===== src/rtl/pu_feeder.sv =====
// pu_feeder: operand sequencer and result collector around one 4-input PU.
// Latency: N issue cycles + PU_LATENCY drain, then one done cycle. No backpressure; writes and start are dropped outside IDLE.
// Optional PU_FEEDER_CYCLE_CNT_EN adds the run_cycles busy-cycle counter output.
module pu_feeder #(
    parameter int NUM_NEURONS = 8,
    parameter int PU_LATENCY  = 2,
    parameter int DW          = 32
) (
    input  logic                               clk,
    input  logic                               rst_n,
    input  logic                               wr_en,
    input  logic                               wr_sel,
    input  logic [$clog2(NUM_NEURONS*4)-1:0]   wr_addr,
    input  logic [DW-1:0]                      wr_data,
    input  logic                               start,
    output logic                               busy,
    output logic                               done,
    output logic [DW-1:0]                      pu_a1,
    output logic [DW-1:0]                      pu_a2,
    output logic [DW-1:0]                      pu_a3,
    output logic [DW-1:0]                      pu_a4,
    output logic [DW-1:0]                      pu_w1,
    output logic [DW-1:0]                      pu_w2,
    output logic [DW-1:0]                      pu_w3,
    output logic [DW-1:0]                      pu_w4,
    input  logic [DW-1:0]                      pu_out,
    input  logic [$clog2(NUM_NEURONS)-1:0]     rd_addr,
    output logic [DW-1:0]                      rd_data
`ifdef PU_FEEDER_CYCLE_CNT_EN
    ,
    output logic [15:0]                        run_cycles
`endif
);

    localparam int IW = $clog2(NUM_NEURONS);

    typedef enum logic [1:0] {
        S_IDLE,
        S_ISSUE,
        S_DRAIN,
        S_DONE
    } state_t;

    state_t                state_q;
    logic [IW-1:0]         idx_q;
    logic                  busy_q;
    logic                  done_q;
    logic [DW-1:0]         act_q  [4];
    logic [DW-1:0]         wgt_q  [NUM_NEURONS*4];
    logic [DW-1:0]         op_a_q [4];
    logic [DW-1:0]         op_w_q [4];
    logic [PU_LATENCY-1:0] vld_q;
    logic [PU_LATENCY-1:0] vld_d;
    logic [IW-1:0]         tag_q  [PU_LATENCY];
    logic [DW-1:0]         res_q  [NUM_NEURONS];

    logic issue;
    logic load_en;

    assign issue   = (state_q == S_ISSUE);
    assign load_en = wr_en && (state_q == S_IDLE);

    // Stage 0 holds the neuron issued last cycle; the last stage lines up with pu_out.
    always_comb begin
        vld_d    = '0;
        vld_d[0] = issue;
        for (int i = 1; i < PU_LATENCY; i++) begin
            vld_d[i] = vld_q[i-1];
        end
    end

    // Weight bank is deliberately left out of reset.
    always_ff @(posedge clk) begin
        if (load_en && wr_sel && (32'(wr_addr) < 32'(NUM_NEURONS * 4))) begin
            wgt_q[wr_addr] <= wr_data;
        end
    end

    always_ff @(posedge clk or negedge rst_n) begin
        if (!rst_n) begin
            state_q <= S_IDLE;
            idx_q   <= '0;
            busy_q  <= 1'b0;
            done_q  <= 1'b0;
            vld_q   <= '0;
            for (int i = 0; i < 4; i++) begin
                act_q[i]  <= '0;
                op_a_q[i] <= '0;
                op_w_q[i] <= '0;
            end
            for (int i = 0; i < PU_LATENCY; i++) begin
                tag_q[i] <= '0;
            end
            for (int i = 0; i < NUM_NEURONS; i++) begin
                res_q[i] <= '0;
            end
        end else begin
            done_q   <= 1'b0;
            vld_q    <= vld_d;
            tag_q[0] <= idx_q;
            for (int i = 1; i < PU_LATENCY; i++) begin
                tag_q[i] <= tag_q[i-1];
            end
            if (vld_q[PU_LATENCY-1]) begin
                res_q[tag_q[PU_LATENCY-1]] <= pu_out;
            end
            if (load_en && !wr_sel) begin
                act_q[wr_addr[1:0]] <= wr_data;
            end

            case (state_q)
                S_IDLE: begin
                    if (start) begin
                        state_q <= S_ISSUE;
                        busy_q  <= 1'b1;
                        idx_q   <= '0;
                        for (int i = 0; i < 4; i++) begin
                            op_a_q[i] <= act_q[i];
                            op_w_q[i] <= wgt_q[{IW'(0), 2'(i)}];
                        end
                    end
                end
                S_ISSUE: begin
                    if (idx_q == IW'(NUM_NEURONS - 1)) begin
                        state_q <= S_DRAIN;
                        for (int i = 0; i < 4; i++) begin
                            op_a_q[i] <= '0;
                            op_w_q[i] <= '0;
                        end
                    end else begin
                        idx_q <= idx_q + IW'(1);
                        for (int i = 0; i < 4; i++) begin
                            op_w_q[i] <= wgt_q[{idx_q + IW'(1), 2'(i)}];
                        end
                    end
                end
                S_DRAIN: begin
                    if (vld_d == '0) begin
                        state_q <= S_DONE;
                        busy_q  <= 1'b0;
                        done_q  <= 1'b1;
                    end
                end
                S_DONE: begin
                    state_q <= S_IDLE;
                end
                default: begin
                    state_q <= S_IDLE;
                end
            endcase
        end
    end

`ifdef PU_FEEDER_CYCLE_CNT_EN
    logic [15:0] cyc_q;

    always_ff @(posedge clk or negedge rst_n) begin
        if (!rst_n) begin
            cyc_q <= '0;
        end else if ((state_q == S_IDLE) && start) begin
            cyc_q <= '0;
        end else if (busy_q && (cyc_q != 16'hFFFF)) begin
            cyc_q <= cyc_q + 16'd1;
        end
    end

    assign run_cycles = cyc_q;
`endif

    assign busy    = busy_q;
    assign done    = done_q;
    assign pu_a1   = op_a_q[0];
    assign pu_a2   = op_a_q[1];
    assign pu_a3   = op_a_q[2];
    assign pu_a4   = op_a_q[3];
    assign pu_w1   = op_w_q[0];
    assign pu_w2   = op_w_q[1];
    assign pu_w3   = op_w_q[2];
    assign pu_w4   = op_w_q[3];
    assign rd_data = res_q[rd_addr];

endmodule


===== config.mk =====
export PLATFORM = sky130hd
export DESIGN_NAME = pu_feeder
export DESIGN_NICKNAME = d
export VERILOG_FILES = /design/src/rtl/pu_feeder.sv
export SDC_FILE = /design/constraint.sdc
export NUM_CORES = 2
export LEC_CHECK = 0
export ABC_AREA = 1
export BUFFER_PORTS_ARGS = -buffer_cell sky130_fd_sc_hd__clkbuf_2
export CAP_MARGIN = 30
export CORE_MARGIN = 3
export CORE_UTILIZATION = 50
export DETAILED_ROUTE_END_ITERATION = 6
export GPL_TIMING_DRIVEN = 1
export HOLD_SLACK_MARGIN = 0.03
export PLACE_DENSITY = 0.79
export SLEW_MARGIN = 20
export SYNTH_ARGS = -nofsm -noshare
export SYNTH_HDL_FRONTEND = slang
export SYNTH_SLANG_ARGS = --single-unit

===== constraint.sdc =====
create_clock -name clk -period 3.16 [get_ports clk]
set_clock_uncertainty 0.15 [all_clocks]
set_input_delay 0.632 -clock clk [delete_from_list [all_inputs] [get_ports clk]]
set_output_delay 0.632 -clock clk [all_outputs]
set_load 0.05 [all_outputs]

# After elaboration in Yosys (flattened, before gate mapping)
# Memories as Yosys holds them, arrays and structs flattened.
# Index checks and enable logic that the tools add are counted.
[classes] n_mux=29 reduce_logical=15 magnitude_cmp=5 n_addsub=1 eq_ne=8 bitwise=3
[ops] op="128-bit two-way mux" n=4
[ops] op="128-bit one-hot mux with 2 select lines" n=2
[ops] op="256-bit bitwise mux" n=1
[ops] op="128-bit bitwise mux" n=1
[ops] op="32-bit two-way mux" n=4
[ops] op="32-bit binary-select mux with 3-bit select" n=1
[ops] op="32-bit demux with 3-bit select" n=1
[ops] op="32-bit demux with 2-bit select" n=1
[ops] op="3-bit AND reduction" n=4
[ops] op="4-bit greater-or-equal comparator (second input constant)" n=2
[ops] op="3-bit inverter with 4-bit output" n=2
[ops] op="2-bit one-hot mux with 4 select lines" n=1
[ops] op="1-bit two-way mux" n=6
[ops] op="2-bit two-way mux" n=3
[ops] op="3-bit two-way mux" n=2
[ops] op="2-bit != test (second input constant)" n=3
[ops] op="3-bit one-hot mux with 2 select lines" n=1
[ops] op="1-bit logical AND" n=5
[ops] op="2-bit equality test (second input constant)" n=2
[ops] op="2-bit zero test" n=2
[ops] op="4-bit by 1-bit less-than comparator with 1-bit output (second input constant)" n=1
[ops] op="2-bit nonzero test" n=2
[ops] op="3-bit by 1-bit adder with 3-bit output (second input constant)" n=1
[ops] op="3-bit equality test (second input constant)" n=1
[ops] op="8 further kinds" n=8
[word_totals] output_inout_bits=290 ram_bits=1024 wordCells=89 memories=1 in_bits=77 register_bits=655
[mem_list] memory="wgt_q" depth=32 word_bits=32 read_ports=8 rd_ports_with_merged_regs=0 wr=1 line_no="49" text="logic [DW-1:0] wgt_q [NUM_NEURONS*4];"

# Depth between registers and ports, before layout
[depth] ltp_word=6 depth_mapped=10 mapped_depth_nobuf=8

# Least setup slack after synthesis
# No wires, ideal clock.
[synth_timing] kind="reg-to-reg" start="register state_q[0]" end="memory wgt_q[0][0], enable pin" setup_time_ps=421 required_time_ps=2589 path_buffers=0 t_arrival_ps=2418 setup_slack_ps=170 path_stages_with_launch=7 period_less_slack_ps=2990 cell_sequence="dfrtp_1 -> inv_1 -> ha_1 -> nand2_1 -> nor2_1 -> nand2_1 -> nor2_1"
[synth_via] elab_chain_len=5
[synth_lines] item="start: declaration" line_no="44" text="state_t state_q;"
[synth_lines] item="start signal: assignment" line_no="81" text="state_q <= S_IDLE;"
[synth_lines] item="start signal: assignment" line_no="114" text="state_q <= S_ISSUE;"
[synth_lines] item="start signal: assignment" line_no="125" text="state_q <= S_DRAIN;"
[synth_lines] item="2-bit zero test" line_no="61" text="assign load_en = wr_en && (state_q == S_IDLE);"
[synth_lines] item="1-bit logical AND" line_no="61"
[synth_lines] item="1-bit logical AND" line_no="74" text="if (load_en && wr_sel && (32'(wr_addr) < 32'(NUM_NEURONS * 4))) begin"
[synth_lines] item="1-bit two-way mux" line_no="74"
[synth_lines] item="1-bit two-way mux (implied by the code)" line_no="75" text="wgt_q[wr_addr] <= wr_data;"
[synth_lines] item="end: declaration" line_no="49"
# Every way passes these cells.

# Worst setup path after layout
[layout_timing] start="register state_q[0]" end="memory wgt_q[26][3], enable pin"
# The elaborated chain is that of the path after synthesis.

==> out/results.ini <==
[detailed_routing]
drc_errors = 0
drt-initial-drc-count = 6792
routed-via-count = 53100
first_pass_iters = 7
antenna_left = 0
wl_um = 204000
via_per_inst = 5.63
post_drt_wl_per_cell_um = 21.6

[cts]
clock_sinks = 1679
cts_tree = yes
clk_pin_slew_ps = 60
clk_latency_ps = 820
cts_max_path_buffers = 3
cts_setup_buffers = 0
cts_max_level = 4
root_buffer = clkbuf_16
cts_resized = 0
cts_buffers = 171

[floorplan]
ios = 367
rows = 137
initial_core_util_pct = 50.5
die_width_um = 382
die_area_mm2 = 0.146
coreArea_mm2 = 0.140
die_h_um = 382

[logic_synthesis]
yosysWarnings = 0
synth_area_per_cell_um2 = 9.89
ys_seq_area_share_pct = 66.9
synth.area.top_cells = edfxtp_1, dfrtp_1, nand2_1
synth.area.mux_share_pct = 0
netlist_area_mm2 = 0.0705
async_flop_share_pct = 39.0
synth_compound_area_share_pct = 6.88
synth_fa_ha_area_share_pct = 0.124
netlist_instances = 7128
yosys.area.top_type_share_pct = 43.6
synth.distinct_cells = 19
yosys.area_share.xor_xnor_pct = 0
synth-edff-count = 1024
yosys.area_share.simple_pct = 19.0
synth_seq_cells = 1679
synth_top_family_by_area = simple AND/OR/NAND/NOR gates
synth_largest_area_cell = edfxtp_1
yosys_most_used_dff = edfxtp_1
syn_nets = 7212

[status]
violations = setup timing
status = finished, violations left

[worst_setup_path]
cp.arrival_ps = 3530
critPathLaunch = state_q[0]
worstPathRequired_ps = 3500
crit_type = flop to flop
end_kind = flop
crit_path_max_fanout = 32
worst_setup_path_start_kind = flop
r2r_start = state_q[0]

[timing]
hold_ws_ps = 80.4
post-route-period-util_pct = 101
setup_viol = 42
fin_ws_ps = -23.6
rsz0062_at_grt = yes
slew_headroom_pct = 28.2
maxSlewViolCount = 0
clock.fmax_mhz = 314
worst_pin_slew_ps = 1080
hold_viol_final = 0
timing.final.crit_period_ps = 3180

[global_routing]
grt.overflow.total = 0
grt_usage_pct = 27.5
grt_pass1_vias = 52000
grt_max_degree = 189
antenna_found_initial = 14
grt_pass1_wl_um = 307000

[placement]
place_congestion = 0.844
dp_hpwl_um = 116000
place_area_mm2 = 0.0758
io_buffers = 366

[pwr]
peakVddDrop_uv = 759
power.density_mw_per_mm2 = 870
p_leak_uw = 0.0358
total_power_uw = 71300

[finish]
final_area_mm2 = 0.0820
finalNetCount = 7496
fillers = 10700
drive_above_1_share_pct = 12.8
area_growth_pct = 16.3

[flow_run]
drv_cap = 0

[hold_path]
min_from = pu_out[30]
hold_path_class = primary input to flop

-- metrics by stage --
stage	TNS [ps]	utilization (%)	setup slack [ps]	std cells
global route	-792	58.7	-31.6	9434
global placement	0	54.3	180	9087
CTS	0	58.6	85.9	9430
floorplan	0	-	170	7128
detailed placement	0	54.3	92.4	9087
finish	-328	58.7	-23.6	9436
-- synth_stat cells (2+ instances only) --
cell type  instances
nand2_1         1496
edfxtp_1        1024
or2_2            128
clkbuf_1         269
ha_1               7
nor3_1             2
o21ai_1           42
nand3_1          905
a21oi_1          289
inv_2              4
nor2_1           657
buf_2            140
dfrtp_1          655
inv_1            850
buf_1             22
o21ai_0          635
-- power by group --
group / switching [µW] / internal, µW
registers: 2370 / 26500
logic: 16100 / 5480
clock network: 8880 / 11900
total: 27300 / 44000
-- critical path, cell delays in order, from the launching register on --
cell     delay, ps
dfrtp_1        400
inv_1          120
ha_1           410
nand2_1        120
nor2_1         480
nand2_1        450
buf_4          320
nor2_4         110
buf_12         270
-- per-layer routing --
metal | global-route usage, % | routed length [µm] | part of all wire, % | vias up
met5 | 0 | 70 | 0.034 | -
met4 | 13.9 | 10400 | 5.1 | 10
met3 | 6.58 | 21200 | 10 | 553
met2 | 43.9 | 96800 | 48 | 3034
met1 | 35.2 | 75000 | 37 | 25600
li1 | - | - | - | 23900
-- kinds of logic (layout without fill, tap and decap cells) --
group | Yosys count | in the layout
AO/OA/AOI/OAI | 968 | 968
buffers and inverters | 1285 | 1713
adder cells (fa/ha/maj) | 7 | 7
other | 0 | 4
flip-flops | 1679 | 1679
AND/OR/NAND/NOR | 3189 | 3189
-- path summary, 6_finish.rpt --
check	end	slack, ps	cells past startpoint
min in group asynchronous	pu_w3[14]	280	2
max in group asynchronous	pu_a1[22]	1600	3
worst max register to register	wgt_q[26][3]	-20	8
worst min-delay path	res_q[30]	80	3
worst min register to register	tag_q[0]	180	0
worst max-delay path	wgt_q[26][3]	-20	8
-- final cells by class --
cell class	count	area, µm²	area share [%]
Timing Repair Buffer	542	4680	5.70
Clock inverter	84	1040	1.27
Clock buffer	233	4840	5.90
Multi-Input combinational cell	4164	18700	22.8
Tap cell	1876	2350	2.86
Inverter	854	3230	3.94
Sequential cell	1679	47100	57.5
Antenna cell	4	10.0	0.0122
-- registers in the layout, indices dropped and copies added (netlist names), 6 cells and up --
register	flops
pu_a3	32
wgt_q	1024
tag_q	6
pu_w4	32
pu_w1	32
res_q	256
pu_a4	32
pu_w3	32
pu_a2	32
pu_a1	32
pu_w2	32
act_q	128
-- repair_timing --
action	4_1_cts	5_1_grt
endpoints found under the setup margin	0	58
hold endpoints to repair	182	0
hold buffers	26	0
-- layout by cell type, fill, tap and decap left out, types with 4 or more instances in the layout --
master         synthesis  routed
clkbuf_1             269      34
diode_2                0       4
clkbuf_2               0     331
dlygate4sd3_1          0      26
buf_12                 0     109
clkinv_16              0       8
bufinv_16              0      13
or2_2                128     128
clkinv_1               0      19
nand2_2                0      10
buf_4                  0      75
edfxtp_1            1024    1024
a21oi_1              289     289
nor2_1               657     623
clkinv_2               0      27
o21ai_1               42      42
ha_1                   7       5
inv_1                850     848
nor2_4                 0      33
o21ai_0              635     635
clkinv_4               0       4
inv_16                 0       5
clkinvlp_4             0       5
dfrtp_1              655     654
nand2_1             1496    1486
clkbuf_8               0      24
nand3_1              905     904
clkbuf_16              0     175
No activity file was read; power rests on OpenSTA's default activity.
